### src/rtl/vid_timing_gen_if.sv
// Pixel-domain video timing bundle: enable in, sync/DE/coordinates/pattern out.
// master = timing generator, slave = downstream consumer (renderer / output stage).
interface vid_timing_gen_if;
  logic        i_en;
  logic        o_hsync;
  logic        o_vsync;
  logic        o_de;
  logic [10:0] o_x;
  logic [10:0] o_y;
  logic        o_line_start;
  logic        o_frame_start;
  logic [23:0] o_rgb;

  modport master (
    input  i_en,
    output o_hsync,
    output o_vsync,
    output o_de,
    output o_x,
    output o_y,
    output o_line_start,
    output o_frame_start,
    output o_rgb
  );

  modport slave (
    output i_en,
    input  o_hsync,
    input  o_vsync,
    input  o_de,
    input  o_x,
    input  o_y,
    input  o_line_start,
    input  o_frame_start,
    input  o_rgb
  );
endinterface

### src/rtl/vid_timing_gen.sv
// Raster timing generator: h/v counters with registered sync, DE, coordinates and pulses.
// Optional colour-bar test pattern on rgb when VID_TIMING_PATTERN_EN is defined.
module vid_timing_gen #(
  parameter int unsigned H_ACTIVE = 800,
  parameter int unsigned H_FP     = 40,
  parameter int unsigned H_SYNC   = 128,
  parameter int unsigned H_BP     = 88,
  parameter int unsigned V_ACTIVE = 600,
  parameter int unsigned V_FP     = 1,
  parameter int unsigned V_SYNC   = 4,
  parameter int unsigned V_BP     = 23,
  parameter bit          HS_POL   = 1'b1,
  parameter bit          VS_POL   = 1'b1
) (
  input  logic              i_clkin,
  input  logic              i_rst_n,
  vid_timing_gen_if.master  io_vid
);

  localparam int unsigned H_TOTAL = H_ACTIVE + H_FP + H_SYNC + H_BP;
  localparam int unsigned V_TOTAL = V_ACTIVE + V_FP + V_SYNC + V_BP;

  localparam logic [10:0] H_ACT_W    = 11'(H_ACTIVE);
  localparam logic [10:0] H_SYNC_BEG = 11'(H_ACTIVE + H_FP);
  localparam logic [10:0] H_SYNC_END = 11'(H_ACTIVE + H_FP + H_SYNC);
  localparam logic [10:0] H_LAST     = 11'(H_TOTAL - 1);
  localparam logic [10:0] V_ACT_W    = 11'(V_ACTIVE);
  localparam logic [10:0] V_SYNC_BEG = 11'(V_ACTIVE + V_FP);
  localparam logic [10:0] V_SYNC_END = 11'(V_ACTIVE + V_FP + V_SYNC);
  localparam logic [10:0] V_LAST     = 11'(V_TOTAL - 1);

  logic [10:0] r_h_cnt, r_v_cnt;
  logic [10:0] w_h_cnt_nxt, w_v_cnt_nxt;

  logic        r_hsync, r_vsync, r_de, r_line_start, r_frame_start;
  logic [10:0] r_x, r_y;
  logic        w_hsync_nxt, w_vsync_nxt, w_de_nxt, w_line_start_nxt, w_frame_start_nxt;
  logic [10:0] w_x_nxt, w_y_nxt;

  logic w_active_h, w_active_v, w_hs_on, w_vs_on, w_h_last, w_v_last, w_de_now;

  // Decodes are taken from the current counter position; outputs land one clock later.
  assign w_active_h = r_h_cnt < H_ACT_W;
  assign w_active_v = r_v_cnt < V_ACT_W;
  assign w_hs_on    = (r_h_cnt >= H_SYNC_BEG) && (r_h_cnt < H_SYNC_END);
  assign w_vs_on    = (r_v_cnt >= V_SYNC_BEG) && (r_v_cnt < V_SYNC_END);
  assign w_h_last   = r_h_cnt == H_LAST;
  assign w_v_last   = r_v_cnt == V_LAST;
  assign w_de_now   = w_active_h && w_active_v;

  always_comb begin
    w_h_cnt_nxt = r_h_cnt;
    w_v_cnt_nxt = r_v_cnt;
    if (io_vid.i_en) begin
      if (w_h_last) begin
        w_h_cnt_nxt = '0;
        w_v_cnt_nxt = w_v_last ? '0 : r_v_cnt + 11'd1;
      end else begin
        w_h_cnt_nxt = r_h_cnt + 11'd1;
      end
    end
  end

  // With en low the levels hold and the pulses drop to zero.
  always_comb begin
    w_hsync_nxt       = r_hsync;
    w_vsync_nxt       = r_vsync;
    w_de_nxt          = r_de;
    w_x_nxt           = r_x;
    w_y_nxt           = r_y;
    w_line_start_nxt  = 1'b0;
    w_frame_start_nxt = 1'b0;
    if (io_vid.i_en) begin
      w_hsync_nxt       = w_hs_on ? HS_POL : ~HS_POL;
      w_vsync_nxt       = w_vs_on ? VS_POL : ~VS_POL;
      w_de_nxt          = w_de_now;
      w_line_start_nxt  = (r_h_cnt == 11'd0) && w_active_v;
      w_frame_start_nxt = (r_h_cnt == 11'd0) && (r_v_cnt == 11'd0);
      if (w_de_now) begin
        w_x_nxt = r_h_cnt;
        w_y_nxt = r_v_cnt;
      end
    end
  end

  always_ff @(posedge i_clkin) begin
    if (!i_rst_n) begin
      r_h_cnt       <= '0;
      r_v_cnt       <= '0;
      r_hsync       <= ~HS_POL;
      r_vsync       <= ~VS_POL;
      r_de          <= 1'b0;
      r_x           <= '0;
      r_y           <= '0;
      r_line_start  <= 1'b0;
      r_frame_start <= 1'b0;
    end else begin
      r_h_cnt       <= w_h_cnt_nxt;
      r_v_cnt       <= w_v_cnt_nxt;
      r_hsync       <= w_hsync_nxt;
      r_vsync       <= w_vsync_nxt;
      r_de          <= w_de_nxt;
      r_x           <= w_x_nxt;
      r_y           <= w_y_nxt;
      r_line_start  <= w_line_start_nxt;
      r_frame_start <= w_frame_start_nxt;
    end
  end

  assign io_vid.o_hsync       = r_hsync;
  assign io_vid.o_vsync       = r_vsync;
  assign io_vid.o_de          = r_de;
  assign io_vid.o_x           = r_x;
  assign io_vid.o_y           = r_y;
  assign io_vid.o_line_start  = r_line_start;
  assign io_vid.o_frame_start = r_frame_start;

`ifdef VID_TIMING_PATTERN_EN
  localparam logic [10:0] BAR_W = 11'(H_ACTIVE / 8);

  // r_bar_pix/r_bar_idx describe the pixel at the current h_cnt; zeroed at line wrap.
  logic [10:0] r_bar_pix, w_bar_pix_nxt;
  logic [2:0]  r_bar_idx, w_bar_idx_nxt;
  logic [23:0] r_rgb, w_rgb_nxt, w_bar_rgb;

  always_comb begin
    w_bar_pix_nxt = r_bar_pix;
    w_bar_idx_nxt = r_bar_idx;
    if (io_vid.i_en) begin
      if (w_h_last) begin
        w_bar_pix_nxt = '0;
        w_bar_idx_nxt = '0;
      end else if (w_active_h) begin
        if (r_bar_pix == BAR_W - 11'd1) begin
          w_bar_pix_nxt = '0;
          w_bar_idx_nxt = r_bar_idx + 3'd1;
        end else begin
          w_bar_pix_nxt = r_bar_pix + 11'd1;
        end
      end
    end
  end

  always_comb begin
    case (r_bar_idx)
      3'd0:    w_bar_rgb = 24'hFFFFFF;
      3'd1:    w_bar_rgb = 24'hFFFF00;
      3'd2:    w_bar_rgb = 24'h00FFFF;
      3'd3:    w_bar_rgb = 24'h00FF00;
      3'd4:    w_bar_rgb = 24'hFF00FF;
      3'd5:    w_bar_rgb = 24'hFF0000;
      3'd6:    w_bar_rgb = 24'h0000FF;
      default: w_bar_rgb = 24'h000000;
    endcase
  end

  always_comb begin
    w_rgb_nxt = 24'h0;
    if (io_vid.i_en && w_de_now) begin
      w_rgb_nxt = w_bar_rgb;
    end
  end

  always_ff @(posedge i_clkin) begin
    if (!i_rst_n) begin
      r_bar_pix <= '0;
      r_bar_idx <= '0;
      r_rgb     <= '0;
    end else begin
      r_bar_pix <= w_bar_pix_nxt;
      r_bar_idx <= w_bar_idx_nxt;
      r_rgb     <= w_rgb_nxt;
    end
  end

  assign io_vid.o_rgb = r_rgb;
`else
  assign io_vid.o_rgb = 24'h0;
`endif

endmodule
### src/flat_wrapper.sv
// flat-port wrapper written by rule: the top's interface ports become plain ports
module vid_timing_gen_flat 
#(
  parameter int unsigned H_ACTIVE = 800,
  parameter int unsigned H_FP     = 40,
  parameter int unsigned H_SYNC   = 128,
  parameter int unsigned H_BP     = 88,
  parameter int unsigned V_ACTIVE = 600,
  parameter int unsigned V_FP     = 1,
  parameter int unsigned V_SYNC   = 4,
  parameter int unsigned V_BP     = 23,
  parameter bit          HS_POL   = 1'b1,
  parameter bit          VS_POL   = 1'b1
)
  (i_clkin, i_rst_n, io_vid_i_en, io_vid_o_hsync, io_vid_o_vsync, io_vid_o_de, io_vid_o_x, io_vid_o_y, io_vid_o_line_start, io_vid_o_frame_start, io_vid_o_rgb);
  vid_timing_gen_if io_vid_i ();
  input  logic i_clkin;
  input  logic i_rst_n;
  input wire logic [$bits(io_vid_i.i_en)-1:0] io_vid_i_en;
  output wire logic [$bits(io_vid_i.o_hsync)-1:0] io_vid_o_hsync;
  output wire logic [$bits(io_vid_i.o_vsync)-1:0] io_vid_o_vsync;
  output wire logic [$bits(io_vid_i.o_de)-1:0] io_vid_o_de;
  output wire logic [$bits(io_vid_i.o_x)-1:0] io_vid_o_x;
  output wire logic [$bits(io_vid_i.o_y)-1:0] io_vid_o_y;
  output wire logic [$bits(io_vid_i.o_line_start)-1:0] io_vid_o_line_start;
  output wire logic [$bits(io_vid_i.o_frame_start)-1:0] io_vid_o_frame_start;
  output wire logic [$bits(io_vid_i.o_rgb)-1:0] io_vid_o_rgb;
  assign io_vid_i.i_en = io_vid_i_en;
  assign io_vid_o_hsync = io_vid_i.o_hsync;
  assign io_vid_o_vsync = io_vid_i.o_vsync;
  assign io_vid_o_de = io_vid_i.o_de;
  assign io_vid_o_x = io_vid_i.o_x;
  assign io_vid_o_y = io_vid_i.o_y;
  assign io_vid_o_line_start = io_vid_i.o_line_start;
  assign io_vid_o_frame_start = io_vid_i.o_frame_start;
  assign io_vid_o_rgb = io_vid_i.o_rgb;
  vid_timing_gen #(.H_ACTIVE(H_ACTIVE), .H_FP(H_FP), .H_SYNC(H_SYNC), .H_BP(H_BP), .V_ACTIVE(V_ACTIVE), .V_FP(V_FP), .V_SYNC(V_SYNC), .V_BP(V_BP), .HS_POL(HS_POL), .VS_POL(VS_POL)) u_core (.i_clkin(i_clkin), .i_rst_n(i_rst_n), .io_vid(io_vid_i));
endmodule
### config.mk
export PLATFORM = sky130hd
export DESIGN_NAME = vid_timing_gen_flat
export DESIGN_NICKNAME = d
export VERILOG_FILES = /design/src/rtl/vid_timing_gen_if.sv /design/src/rtl/vid_timing_gen.sv /design/src/flat_wrapper.sv
export SDC_FILE = /design/constraint.sdc
export NUM_CORES = 1
export LEC_CHECK = 0
export CAP_MARGIN = 20
export CORE_ASPECT_RATIO = 0.8
export CORE_MARGIN = 4
export CORE_UTILIZATION = 25
export DETAILED_ROUTE_END_ITERATION = 12
export GPL_ROUTABILITY_DRIVEN = 0
export GPL_TIMING_DRIVEN = 0
export HOLD_SLACK_MARGIN = 0.15
export PLACE_DENSITY = 0.45
export SLEW_MARGIN = 10
export SYNTH_ARGS = -nofsm -noshare
export SYNTH_HDL_FRONTEND = slang
export SYNTH_SLANG_ARGS = --single-unit
### constraint.sdc
create_clock -name i_clkin -period 2.8 [get_ports i_clkin]
set_input_delay 0.42 -clock i_clkin [delete_from_list [all_inputs] [get_ports i_clkin]]
set_output_delay 0.42 -clock i_clkin [all_outputs]
set_load 0.03 [all_outputs]
==> flow_summary.html <==
<table>
<tr><th>Metric</th><th>Value</th></tr>
<tr><th colspan="2">Setup path</th></tr>
<tr><td>Maximum fanout count along the critical path</td><td>7</td></tr>
<tr><td>Crit path required time</td><td>2.91 ns</td></tr>
<tr><td>Cell depth of the worst flop-to-flop path</td><td>6</td></tr>
<tr><td>Critical Path AT</td><td>2.20 ns</td></tr>
<tr><td>Worst reg2reg path endpoint</td><td>u_core.io_vid.o_line_start$_SDFF_PN0_</td></tr>
<tr><td>Kind of critical path</td><td>flop to flop</td></tr>
<tr><td>Nature of the critical path startpoint</td><td>flop</td></tr>
<tr><td>Register-to-Register Setup Slack</td><td>0.72 ns</td></tr>
<tr><td>Worst Setup SP</td><td>u_core.r_h_cnt[5]$_SDFFE_PN0P_</td></tr>
<tr><td>End of the critical path</td><td>u_core.io_vid.o_line_start$_SDFF_PN0_</td></tr>
<tr><td>Capturing element type of the critical path</td><td>flop</td></tr>
<tr><td>Source of the worst register-to-register timing path</td><td>u_core.r_h_cnt[5]$_SDFFE_PN0P_</td></tr>
<tr><th colspan="2">Logic synthesis</th></tr>
<tr><td>Combinational family with the most area after synthesis</td><td>simple AND/OR/NAND/NOR gates</td></tr>
<tr><td>Count of mapped cells out of synthesis</td><td>310</td></tr>
<tr><td>Yosys warning total</td><td>0</td></tr>
<tr><td>Simple logic cell fraction of the synthesized area</td><td>0.265</td></tr>
<tr><td>Post-Synth XOR/XNOR Area</td><td>0.0406</td></tr>
<tr><td>Number of flip-flops and latches in the synthesized netlist</td><td>49</td></tr>
<tr><td>Number of enable-type register cells in the synthesized netlist</td><td>0</td></tr>
<tr><td>Compound-cell area share of the yosys netlist</td><td>0.0798</td></tr>
<tr><td>Top FF cell, synth</td><td>dfxtp_1</td></tr>
<tr><td>Area share of the leading cell type in the synthesized netlist</td><td>0.379</td></tr>
<tr><td>Synth Cell Area</td><td>2590 µm²</td></tr>
<tr><td>Adder and majority cell fraction of the synthesized area</td><td>0.0242</td></tr>
<tr><td>Biggest area contributors in the synthesized netlist</td><td>dfxtp_1 (38%), nand2_1 (8.1%), mux2i_1 (7.7%)</td></tr>
<tr><td>Part of the Yosys area used for sequential elements</td><td>0.379</td></tr>
<tr><td>Multiplexer share of the synthesized area</td><td>0.0774</td></tr>
<tr><td>Library cells used by synthesis</td><td>45</td></tr>
<tr><td>Fraction of synthesis flops using an asynchronous set or reset pin</td><td>0</td></tr>
<tr><td>Cell taking the most area after synthesis</td><td>dfxtp_1</td></tr>
<tr><td>Synthesized area divided by synthesized cell count</td><td>8.34 µm²</td></tr>
<tr><th colspan="2">Power</th></tr>
<tr><td>Ratio of total power to cell area</td><td>484 nW/µm²</td></tr>
<tr><td>Leakage power figure</td><td>0.00127 µW</td></tr>
<tr><td>Worst IR drop on VDD</td><td>0.000252 V</td></tr>
<tr><td>Overall Power</td><td>1590 µW</td></tr>
<tr><th colspan="2">Floorplanning</th></tr>
<tr><td>Count of boundary I/O pins</td><td>54</td></tr>
<tr><td>CORE AREA</td><td>9850 µm²</td></tr>
<tr><td>Effective utilization at floorplan</td><td>0.263</td></tr>
<tr><td>Die span in y</td><td>99.0 µm</td></tr>
<tr><td>Die boundary width</td><td>122 µm</td></tr>
<tr><td>Die area</td><td>12000 µm²</td></tr>
<tr><td>Number of cell rows</td><td>32</td></tr>
<tr><th colspan="2">Min path</th></tr>
<tr><td>Path type of the worst min-delay path</td><td>flop to flop</td></tr>
<tr><td>Launch point of the worst hold path</td><td>u_core.io_vid.o_x[8]$_SDFFE_PN0P_</td></tr>
<tr><th colspan="2">Clock tree</th></tr>
<tr><td>Post-CTS resize count</td><td>0</td></tr>
<tr><td>Clock root cell</td><td>clkbuf_16</td></tr>
<tr><td>Max Root-Sink Buffers</td><td>2</td></tr>
<tr><td>Post-CTS clock slew at the launch and capture registers of the worst setup and hold paths</td><td>0.06 ns</td></tr>
<tr><td>CTS Sinks</td><td>49</td></tr>
<tr><td>Hold Buf Count CTS</td><td>0</td></tr>
<tr><td>Setup Fix Bufs, Post-CTS</td><td>0</td></tr>
<tr><td>Clock tree from TritonCTS</td><td>built</td></tr>
<tr><td>TritonCTS Buffers</td><td>5</td></tr>
<tr><td>CTS HTree Levels</td><td>2</td></tr>
<tr><td>Later-pin clock latency in the skew report</td><td>0.29 ns</td></tr>
<tr><th colspan="2">STA</th></tr>
<tr><td>Final setup violation count</td><td>0</td></tr>
<tr><td>RSZ-0062 raised after global routing</td><td>false</td></tr>
<tr><td>Smallest hold slack</td><td>0.457 ns</td></tr>
<tr><td>Setup total negative slack</td><td>0 ns</td></tr>
<tr><td>Achievable Freq</td><td>0.480 GHz</td></tr>
<tr><td>Slew at the pin closest to its max-slew limit</td><td>0.862 ns</td></tr>
<tr><td>Skew final</td><td>0.00538 ns</td></tr>
<tr><td>Slew Limit Headroom</td><td>0.418</td></tr>
<tr><td>Part of the cycle the worst path needs</td><td>0.744</td></tr>
<tr><td>Final max-slew violation count</td><td>0</td></tr>
<tr><td>Clock period minus worst slack</td><td>2.08 ns</td></tr>
<tr><td>Total count of hold-check failures in the final report</td><td>0</td></tr>
<tr><th colspan="2">Global routing</th></tr>
<tr><td>Via count of the first global-routing pass</td><td>1990</td></tr>
<tr><td>Residual overflow from global routing</td><td>0</td></tr>
<tr><td>Met2 usage</td><td>0.140</td></tr>
<tr><td>Global route hottest layer</td><td>met1</td></tr>
<tr><td>First-pass GRT wire length</td><td>10100 µm</td></tr>
<tr><td>GR Util All Layers</td><td>0.103</td></tr>
<tr><td>Largest net degree at the start of global routing</td><td>15</td></tr>
<tr><td>Met3 capacity usage during global routing</td><td>0.0235</td></tr>
<tr><td>Met1 routing resource usage after global routing</td><td>0.162</td></tr>
<tr><td>Initial antenna violation count</td><td>0</td></tr>
<tr><th colspan="2">Drt</th></tr>
<tr><td>Routed length per placed instance</td><td>12.5 µm</td></tr>
<tr><td>Count of antenna-violating nets left after detailed routing</td><td>0</td></tr>
<tr><td>DRC violation total after the first TritonRoute iteration</td><td>86</td></tr>
<tr><td>Via count normalized by instance count</td><td>4.28</td></tr>
<tr><td>Via Count</td><td>2158</td></tr>
<tr><td>Count of TritonRoute iterations in the first routing pass</td><td>4</td></tr>
<tr><td># DRC</td><td>0</td></tr>
<tr><td>Wirelength, routed</td><td>6300 µm</td></tr>
<tr><th colspan="2">Finish</th></tr>
<tr><td>Most used cells in the layout excluding fill and tap cells</td><td>nand2_1 (56), dfxtp_1 (49), clkdlybuf4s50_1 (27)</td></tr>
<tr><td>Most common cell after layout, fill and taps aside</td><td>nand2_1</td></tr>
<tr><td>Syn-to-layout area delta</td><td>27.0%</td></tr>
<tr><td>Fill cell total of the finished layout</td><td>1090</td></tr>
<tr><td>Share of final-layout standard cells stronger than drive strength 1</td><td>0.125</td></tr>
<tr><td>Post-layout net count</td><td>375</td></tr>
<tr><td>Antenna diode count</td><td>0</td></tr>
<tr><td>Finished Core Util</td><td>0.334</td></tr>
<tr><th colspan="2">Placed design</th></tr>
<tr><td>Detailed placer's ending HPWL</td><td>4540 µm</td></tr>
<tr><td># port buffers</td><td>27</td></tr>
<tr><th colspan="2">Job</th></tr>
<tr><td>Reported max-cap violation count</td><td>0</td></tr>
<tr><th colspan="2">Status</th></tr>
<tr><td>Result of the run</td><td>finished clean</td></tr>
</table>
[state kept, by name (all words and copies together), names as in the netlist]
name and count:
u_core.io_vid.o_de 1, u_core.io_vid.o_frame_start 1, u_core.io_vid.o_hsync 1, u_core.io_vid.o_line_start 1
u_core.io_vid.o_vsync 1, u_core.io_vid.o_x 11, u_core.io_vid.o_y 11, u_core.r_h_cnt 11
u_core.r_v_cnt 11
[power breakdown]
part           switching [µW]  internal (µW)
Sequential               7.63            706
Clock                     260            447
Combinational             111           58.8
Total                     378           1210
[critical path, stage by stage (launching register included)]
cell and delay [ns]:
dfxtp_1 0.29, buf_2 0.16, nor3_4 0.28, and3_1 0.18, buf_2 0.19, nand4_1 0.18, a2111oi_0 0.63
[cell type report]
cell class,count,area (µm²),share of cell area
multi-input cells,225,1350,0.411
flip-flops and latches,49,981,0.299
plain buffers,48,302,0.0918
repair buffers,27,270,0.0823
well taps,136,170,0.0518
clock buffers,7,143,0.0434
inverters,11,41.3,0.0126
clock inverters,1,30.0,0.00914
[layer usage]
layer  routed length [µm]  vias up
li1                     -     1126
met2                 2400       59
met5                    0        -
met1                 3460      969
met4                   48        0
met3                  389        4
[stage by stage]
stage | setup WS (ns) | cell area, µm² | instances
2_1_floorplan | 1.14 | 2670 | 333
3_3_place_gp | 0.494 | 3110 | 496
3_5_place_dp | 0.520 | 3110 | 496
4_1_cts | 0.673 | 3290 | 504
5_1_grt | 0.617 | 3290 | 504
6_report | 0.717 | 3290 | 504
[logic make-up after synthesis]
family / Yosys count
muxes: 20
buffers and inverters: 59
adders and majority gates: 5
xor gates and xnor gates: 12
other: 1
DFF: 49
AOI/OAI and AO/OA: 30
and+or+nand+nor: 134
[worst min-delay path by stage]
stage	endpoint	slack [ns]	cells past startpoint
finish	u_core.io_vid.o_x[8]$_SDFFE_PN0P_	0.46	2
global route	u_core.io_vid.o_x[3]$_SDFFE_PN0P_	0.48	2
CTS	u_core.io_vid.o_x[8]$_SDFFE_PN0P_	0.46	2
detailed placement	u_core.io_vid.o_x[8]$_SDFFE_PN0P_	0.45	2
global placement	u_core.io_vid.o_x[6]$_SDFFE_PN0P_	0.45	2
floorplan	u_core.r_v_cnt[1]$_SDFFE_PN0P_	0.49	2
[cells in the mapped netlist, types with 2 or more instances]
cell,count
nand2_1,56
dfxtp_1,49
buf_4,24
mux2i_1,20
nor2_1,18
nand4_1,16
clkbuf_1,14
inv_1,11
nand3_1,10
nor3_1,7
xnor2_1,7
buf_2,6
a21oi_1,5
ha_1,5
o21ai_0,5
xor2_1,5
o211ai_1,4
and4_1,3
buf_6,3
nand2b_1,3
nor4_1,3
o21a_1,3
o31ai_1,3
a22oi_1,2
a41oi_1,2
and3_1,2
nor2b_1,2
nor3_4,2
nor3b_1,2
or3_1,2
or4_1,2
No activity file was read; power rests on OpenSTA's default activity.
